File: src/rtl/seq_sort.sv
// seq_sort: sequential sorter for one vector of N unsigned W-bit words.
// An odd-even transposition network runs one compare-exchange phase per
// clock for exactly N phases, so latency is fixed at N cycles. Sort direction
// is latched with each vector. The input and output sides each use a
// valid/ready handshake, and the two handshakes never overlap.
//
// Ports:
//   clk, rst       clock; asynchronous active-high reset
//   in_valid/ready input handshake; in_data and descend are captured on accept
//   in_data        N*W unsorted vector, element i in [i*W +: W]
//   descend        0 = ascending, 1 = descending
//   out_valid/ready output handshake
//   out_data       N*W sorted vector, driven straight from the element registers
//   busy           high while sorting or holding a result

// One compare-exchange cell. When en_i is low both values pass through
// unchanged, so the parent can take either output without caring which
// cells are enabled in the current phase.
module seq_sort_cx #(
    parameter int W = 8
) (
    input  logic [W-1:0] a_i,
    input  logic [W-1:0] b_i,
    input  logic         desc_i,
    input  logic         en_i,
    output logic [W-1:0] lo_o,
    output logic [W-1:0] hi_o
);
    logic swap;

    // Strict comparisons, so equal values never swap.
    assign swap = en_i && (desc_i ? (a_i < b_i) : (a_i > b_i));
    assign lo_o = swap ? b_i : a_i;
    assign hi_o = swap ? a_i : b_i;
endmodule

module seq_sort #(
    parameter int W  = 8,
    parameter int N  = 4,
    parameter int CW = $clog2(N) + 1
) (
    input  logic           clk,
    input  logic           rst,
    input  logic           in_valid,
    output logic           in_ready,
    input  logic [N*W-1:0] in_data,
    input  logic           descend,
    output logic           out_valid,
    input  logic           out_ready,
    output logic [N*W-1:0] out_data,
    output logic           busy
);
    typedef enum logic [1:0] {IDLE, SORT, DONE} state_t;

    localparam logic [CW-1:0] LAST_PHASE = CW'(N - 1);

    state_t                  state_q, state_d;
    logic [N-1:0][W-1:0]     elem_q, elem_d;
    logic [N-1:0][W-1:0]     net_elem;
    logic [N-2:0][W-1:0]     cx_lo, cx_hi;
    logic [CW-1:0]           phase_q, phase_d;
    logic                    desc_q, desc_d;

    // Cell i compares elements (i, i+1). It fires on phases whose parity
    // matches i: even cells on even phases, odd cells on odd phases.
    for (genvar i = 0; i < N - 1; i++) begin : g_cx
        localparam logic ODD = ((i % 2) == 1);
        seq_sort_cx #(.W(W)) u_cx (
            .a_i    (elem_q[i]),
            .b_i    (elem_q[i+1]),
            .desc_i (desc_q),
            .en_i   (phase_q[0] == ODD),
            .lo_o   (cx_lo[i]),
            .hi_o   (cx_hi[i])
        );
    end

    // Element j is the low side of cell j when that cell's parity matches
    // the phase, and otherwise the high side of cell j-1. The end elements
    // have no partner on one side and hold during that phase.
    for (genvar j = 0; j < N; j++) begin : g_el
        localparam logic ODD = ((j % 2) == 1);
        if (j == 0) begin : g_first
            assign net_elem[j] = (phase_q[0] == ODD) ? cx_lo[j] : elem_q[j];
        end else if (j == N - 1) begin : g_last
            assign net_elem[j] = (phase_q[0] == ODD) ? elem_q[j] : cx_hi[j-1];
        end else begin : g_mid
            assign net_elem[j] = (phase_q[0] == ODD) ? cx_lo[j] : cx_hi[j-1];
        end
    end

    always_ff @(posedge clk or posedge rst) begin
        if (rst) begin
            state_q <= IDLE;
            elem_q  <= '0;
            phase_q <= '0;
            desc_q  <= 1'b0;
        end else begin
            state_q <= state_d;
            elem_q  <= elem_d;
            phase_q <= phase_d;
            desc_q  <= desc_d;
        end
    end

    always_comb begin
        state_d   = state_q;
        elem_d    = elem_q;
        phase_d   = phase_q;
        desc_d    = desc_q;
        in_ready  = 1'b0;
        out_valid = 1'b0;
        case (state_q)
            IDLE: begin
                in_ready = 1'b1;
                if (in_valid) begin
                    elem_d  = in_data;
                    desc_d  = descend;
                    phase_d = '0;
                    state_d = SORT;
                end
            end
            SORT: begin
                elem_d  = net_elem;
                phase_d = phase_q + 1'b1;
                // No early exit: N phases always run, keeping latency fixed.
                if (phase_q == LAST_PHASE) state_d = DONE;
            end
            DONE: begin
                out_valid = 1'b1;
                if (out_ready) state_d = IDLE;
            end
            default: state_d = IDLE;
        endcase
    end

    assign out_data = elem_q;
    assign busy     = (state_q != IDLE);
endmodule
File: config.mk
export PLATFORM = sky130hd
export DESIGN_NAME = seq_sort
export DESIGN_NICKNAME = d
export VERILOG_FILES = /design/src/rtl/seq_sort.sv
export SDC_FILE = /design/constraint.sdc
export NUM_CORES = 1
export LEC_CHECK = 0
export ABC_AREA = 0
export CORE_MARGIN = 1
export CORE_UTILIZATION = 44
export CTS_CLUSTER_SIZE = 8
export DETAILED_ROUTE_END_ITERATION = 10
export PLACE_DENSITY = 0.83
export SYNTH_ARGS = -nofsm -noshare
export SYNTH_HDL_FRONTEND = slang
export SYNTH_SLANG_ARGS = --single-unit
File: constraint.sdc
create_clock -name clk -period 2.2 [get_ports clk]
set_clock_uncertainty 0.05 [all_clocks]
set_input_delay 0.66 -clock clk [delete_from_list [all_inputs] [get_ports clk]]
set_output_delay 0.66 -clock clk [all_outputs]
set_load 0.05 [all_outputs]
Yosys cells after proc, flatten, opt, wreduce, memory -nomap -nowiden
Cells that the tools add are included.
{"block": "classes", "add_sub_neg": 1, "n_mux": 23, "order_cmp": 6, "n_reduce_logical": 13, "bitwise_logic": 1, "n_eq_ne": 12}
{"cell": "$mux W8", "n": 10}
{"cell": "$pmux W32 S2", "n": 1}
{"cell": "$mux W32", "n": 1}
{"cell": "$gt A8 B8 Y1", "n": 3}
{"cell": "$lt A8 B8 Y1", "n": 3}
{"cell": "$reduce_and A4 Y1", "n": 4}
{"cell": "$ne A3 B2 Y1 const B", "n": 3}
{"cell": "$ne A2 B2 Y1 const B", "n": 4}
{"cell": "$mux W2", "n": 3}
{"cell": "$pmux W2 S3", "n": 1}
{"cell": "$pmux W3 S2", "n": 1}
{"cell": "$mux W1", "n": 5}
{"cell": "$ne A2 B1 Y1 const B", "n": 2}
{"cell": "$reduce_and A2 Y1", "n": 2}
{"cell": "$reduce_bool A2 Y1", "n": 2}
{"cell": "$add A3 B1 Y3 const B", "n": 1}
{"cell": "$eq A3 B2 Y1 const B", "n": 1}
{"cell": "$logic_and A1 B1 Y1", "n": 3}
{"cell": "$mux W3", "n": 1}
{"cell": "$reduce_and A3 Y1", "n": 1}
{"cell": "$eq A2 B1 Y1 const B", "n": 1}
{"cell": "$eq A2 B2 Y1 const B", "n": 1}
{"cell": "$logic_not A2 Y1", "n": 1}
{"cell": "$not A1 Y1", "n": 1}
{"block": "totals", "inputBits": 37, "reg_bits": 38, "output_inout_bits": 35, "elab_cells": 63}

Longest topological paths before layout
Gate-level depths: netlist (run 1).
{"block": "logic_depth", "depth_word": 6, "mapped_depth": 10, "ltp_nobuf": 9}

Cells and area by module
A second synthesis (run 1) with hierarchy kept.
{"block": "unflattened", "cells_unflattened": 338, "hier_area_um2": 3557.2}
{"mod": "seq_sort", "seq_area_each_um2": 950.9, "n_inst": 1, "cells_per_inst": 188, "area_each_um2": 2104.5}
{"mod": "seq_sort_cx", "seq_area_each_um2": 0.0, "n_inst": 3, "cells_per_inst": 50, "area_each_um2": 484.2}

Least setup slack after synthesis (run 1)
No wires, ideal clock.
{"block": "synth_path", "path_kind": "reg2reg", "start": "reg elem_q (netlist bit out_data[9])", "end": "reg elem_q (netlist bit out_data[1])", "arrival_time_ns": 2.449, "setup_ns": 0.125, "synth_period_minus_slack_ns": 2.624, "n_path_buf": 0, "t_required_ns": 2.025, "stages_incl_launch_ff": 10, "slack_ns": -0.424, "path_cell_list": "dfrtp_1 inv_1 ha_1 nor2b_4 o211ai_2 a21oi_2 or4_4 a21oi_2 o21ai_4 mux2_4"}
{"block": "synth_between", "elab_chain_cells": 5, "elab_cells_between_ends": 9, "classes_between": "order compare (2); eq/ne (1); mux (4); reduce/logical (2)"}
{"item": "start, declared", "line": "58", "source": "logic [N-1:0][W-1:0] elem_q, elem_d;"}
{"item": "start signal, assigned", "line": "100", "source": "elem_q <= elem_d;"}
{"item": "$gt A8 B8 Y1 / $lt A8 B8 Y1 (equally long branches)", "line": "32", "source": "assign swap = en_i && (desc_i ? (a_i < b_i) : (a_i > b_i));"}
{"item": "$mux W1", "line": "32"}
{"item": "$logic_and A1 B1 Y1", "line": "32"}
{"item": "$ne A2 B1 Y1 (no line)"}
{"item": "$reduce_and A4 Y1 (no line)"}
Several ways; a longest one is shown, not always the timed one. The select of a mux whose other input is x is not followed.
A chain may end at the register's enable or synchronous reset.

Worst setup path after layout (run 1)
{"block": "layout_path", "start": "reg elem_q (netlist bit out_data[25])", "end": "reg elem_q (netlist bit out_data[23])"}
{"block": "layout_between", "elab_chain_cells": 5, "elab_cells_between_ends": 6, "classes_between": "order compare (2); eq/ne (1); mux (1); reduce/logical (2)"}
{"item": "$gt A8 B8 Y1 / $lt A8 B8 Y1 (equally long branches)", "line": "32"}
{"item": "$mux W1 (*)", "line": "32"}
{"item": "$logic_and A1 B1 Y1 (*)", "line": "32"}
{"item": "$ne A3 B2 Y1 (no line) (*)"}
{"item": "$reduce_and A4 Y1 (no line) (*)"}
Every way passes the cells marked *; elsewhere a longest branch is shown, timed or not.

==> out/metrics.cfg, run 1 <==
[floorplanning]
die_width_microns=80.3
floorplan.core_area_sq_um=5920
initial_core_util_pct=45.6
rows=28
die_height_microns=80.3
floorplan.die_area_sq_um=6450
number_of_placed_i_o_pins=72

[critical_path]
cp-startpoint=out_data[25]
crit_chain=inv_2 > ha_4 > nor2b_4 > o211ai_2 > a21oi_2 > or4_4 > a31oi_1 > nor2b_2 > buf_6 > mux2i_1
crit_arrival_ns=2.62
cp-endpoint=out_data[23]
worst_path_dominant_cell_family=simple AND/OR/NAND/NOR gates
critical-path-slowest-cell=or4_4
cp.required_ns=2.36
worst-path-stages=10
crit_path_max_fanout=8
max_stage_delay_ns=0.44
r2r-start=out_data[25]
worstRegToRegCells=10
worst-r2r-setup-slack_ns=-0.26
cp-end-kind=flip-flop
critPathKind=reg2reg
critPathLaunchType=flip-flop
cp.buffers_inverters=2
r2r-end=out_data[23]

[global_route]
grt_util_all_layers_pct=25.8
maximum_number_of_pins_on_one_net_before_global_route_repair=39
first_global_vias=2606
antenna_found_initial=0
overflow=0
grt_pass1_wl_mm=12.5

[logic_synthesis]
synth.most_common_cell=mux2i_1
ys.warnings.count=0
post_synth.cell_area_avg_sq_um=9.57
synth.ff_latch_count=38
synth_async_sr_flop_share_pct=100
synth_fp_nets=345
synth_flop_cell=dfrtp_1
synthesized_cell_area_sq_um=2700
synth-edff-count=0
netlist_top_cells_area=dfrtp_1, mux2i_1, ha_1
list_of_most_frequent_post_synthesis_cells=mux2i_1, dfrtp_1, a21oi_1
syn_inst=282
yosys.area.top_type=dfrtp_1
ys_seq_area_share_pct=35.2
yosysUniqueCellTypes=41
synth_top_area_share_pct=35.2

[worst_hold_path]
hold_class=reg2reg

[detailed_routing]
routed_wire_length_per_instance_microns=16.5
firstDrtPassIters=4
met3_wirelength_microns=400
wirelength_mm=7.96
highest_layer=met4
post-route-drc-count=0
via_count=2589
detailroute.wirelength.met2_mm=4.01
first_iter_violations=93
route.layer.met1.wl_mm=3.33
antenna_violating_nets_post_route=0
viasPerCell=5.36

[sta]
maxSlewHeadroom_pct=65.3
timing_worst_slew_pin_value_ns=0.520
timing_max_transition_violations_final=0
final_min_period_over_clock_period_pct=112
final-setup-viol-count=27
clock.fmax_mhz=407
min_period_ns=2.46
grt_setup_unrepaired=true
final.setup.worst_slack_ns=-0.257
timing_hold_violations_final=0

[final_layout]
area_growth_syn_to_layout_pct=55.1
num-nets-final=470
antennaDiodeCount=0
final.fill_count=410
final_instance_area_sq_um=4190
drive_gt1_share_pct=43.6

[cts]
clk_transition_reported_paths_ns=0.09
numCtsBuffers=5
tritoncts=built
clk_path_buf_depth=2
clockRootBuffer=clkbuf_8
tritoncts_num_sinks=38
cts_htree_levels=2
insertion_delay_of_the_later_clocked_pin_in_the_worst_skew_pair_ns=0.30
ctsHoldBuffers=0

[run_status]
run_status=complete, but fails checks
failed_checks=setup timing

[place]
dp.final_hpwl_mm=5.64
post_dp_cell_area_sq_um=3910
globalplace.congestion=0.871
port_buffers=71

[run]
max_cap_violations=0

final cells by class:
type | instances | area (sq um) | share of cell area (%)
well taps | 75 | 93.8 | 2.24
multi-input cells | 202 | 1750 | 41.9
clock buffers | 6 | 82.6 | 1.97
clock inverters | 2 | 12.5 | 0.299
inverters | 30 | 115 | 2.75
repair buffers | 130 | 1140 | 27.3
flip-flops and latches | 38 | 986 | 23.6
routing by layer:
| layer | GRT usage, % | vias to the layer above |
|---|---|---|
| li1 | - | 1235 |
| met1 | 31.8 | 1236 |
| met2 | 44.4 | 95 |
| met3 | 5.11 | 23 |
| met4 | 9.11 | 0 |
| met5 | 0 | - |
sequential cells by signal (all words and copies together) (netlist names):
register  flops
phase_q       3
desc_q        1
out_data     32
state_q       2
worst reg2reg max path: cells and delay by family, from the launching register on:
family / cells / cell delay [ns]
AND/OR/NAND/NOR: 3 / 0.80
flip-flops: 1 / 0.42
buffers and inverters: 2 / 0.27
adder cells (fa/ha/maj): 1 / 0.20
multiplexers: 1 / 0.20
AO/OA/AOI/OAI: 3 / 0.44
timing repair:
action	in CTS	in global routing
resized for setup	11	6
hold endpoints to repair	0	0
buffers inserted	4	5
pin swaps	6	3
gates cloned	0	0
setup endpoints to repair	29	32
cells by family (layout without fill, tap and decap cells):
logic type / count (synthesis) / in the layout / share of synthesized area [%]
DFF: 38 / 38 / 35.2
AOI/OAI and AO/OA: 64 / 64 / 15.3
muxes: 48 / 48 / 19.3
buffers and inverters: 42 / 168 / 6.35
and+or+nand+nor: 64 / 64 / 11.7
adders and majority gates: 26 / 26 / 12.1
worst min path at each step:
stage	start	endpoint	slack, ns	cells past startpoint
after detailed placement	phase_q[2]	phase_q[2]	0.45	2
after floorplan	phase_q[1]	phase_q[1]	0.42	1
final	phase_q[2]	phase_q[2]	0.49	2
after global routing	phase_q[1]	phase_q[1]	0.50	1
after global placement	phase_q[1]	phase_q[1]	0.44	1
after CTS	phase_q[2]	phase_q[2]	0.47	2
cells in the final DEF, fill, tap and decap left out, drive strengths merged:
cell type	synthesis	routed
mux2	8	8
nor2	33	33
clkdlybuf4s50	0	36
a31oi	2	2
dfrtp	38	38
a21o	1	1
nor2b	6	6
o22ai	1	1
inv	29	29
nand4	6	6
clkbuf	8	6
nor3	1	1
a211oi	1	1
ha	26	26
mux2i	40	40
clkinv	1	2
or2	2	2
nand2	11	11
buf	4	94
a21oi	37	37
o21ai	12	12
o22a	1	1
nand3	2	2
o211ai	3	3
or4	2	2
clkinvlp	0	1
o31ai	2	2
a21boi	2	2
a22o	2	2
nand2b	1	1
through the flow:
step	utilization [%]	TNS, ns	hold slack [ns]	instances	worst slack [ns]
2_1_floorplan	-	-3.27	0.422	282	-0.177
3_3_place_gp	66.0	-1.63	0.443	466	-0.0784
3_5_place_dp	66.0	-3.02	0.450	466	-0.164
4_1_cts	69.3	-2.34	0.469	478	-0.133
5_1_grt	70.7	-6.38	0.502	483	-0.337
6_report	70.7	-4.36	0.485	483	-0.257
Power of run 1 is not shown: default switching activity piles up to over one toggle a cycle in this logic, so the estimate is an artifact.
==> run 2: changes to the inputs <==
- CAP_MARGIN: default -> 20
- CTS_CLUSTER_DIAMETER: default -> 200
==> results of run 2 <==
The final DEF is identical to that of run 1; final timing and power are the same.
Power of run 2 is left out for the same reason.
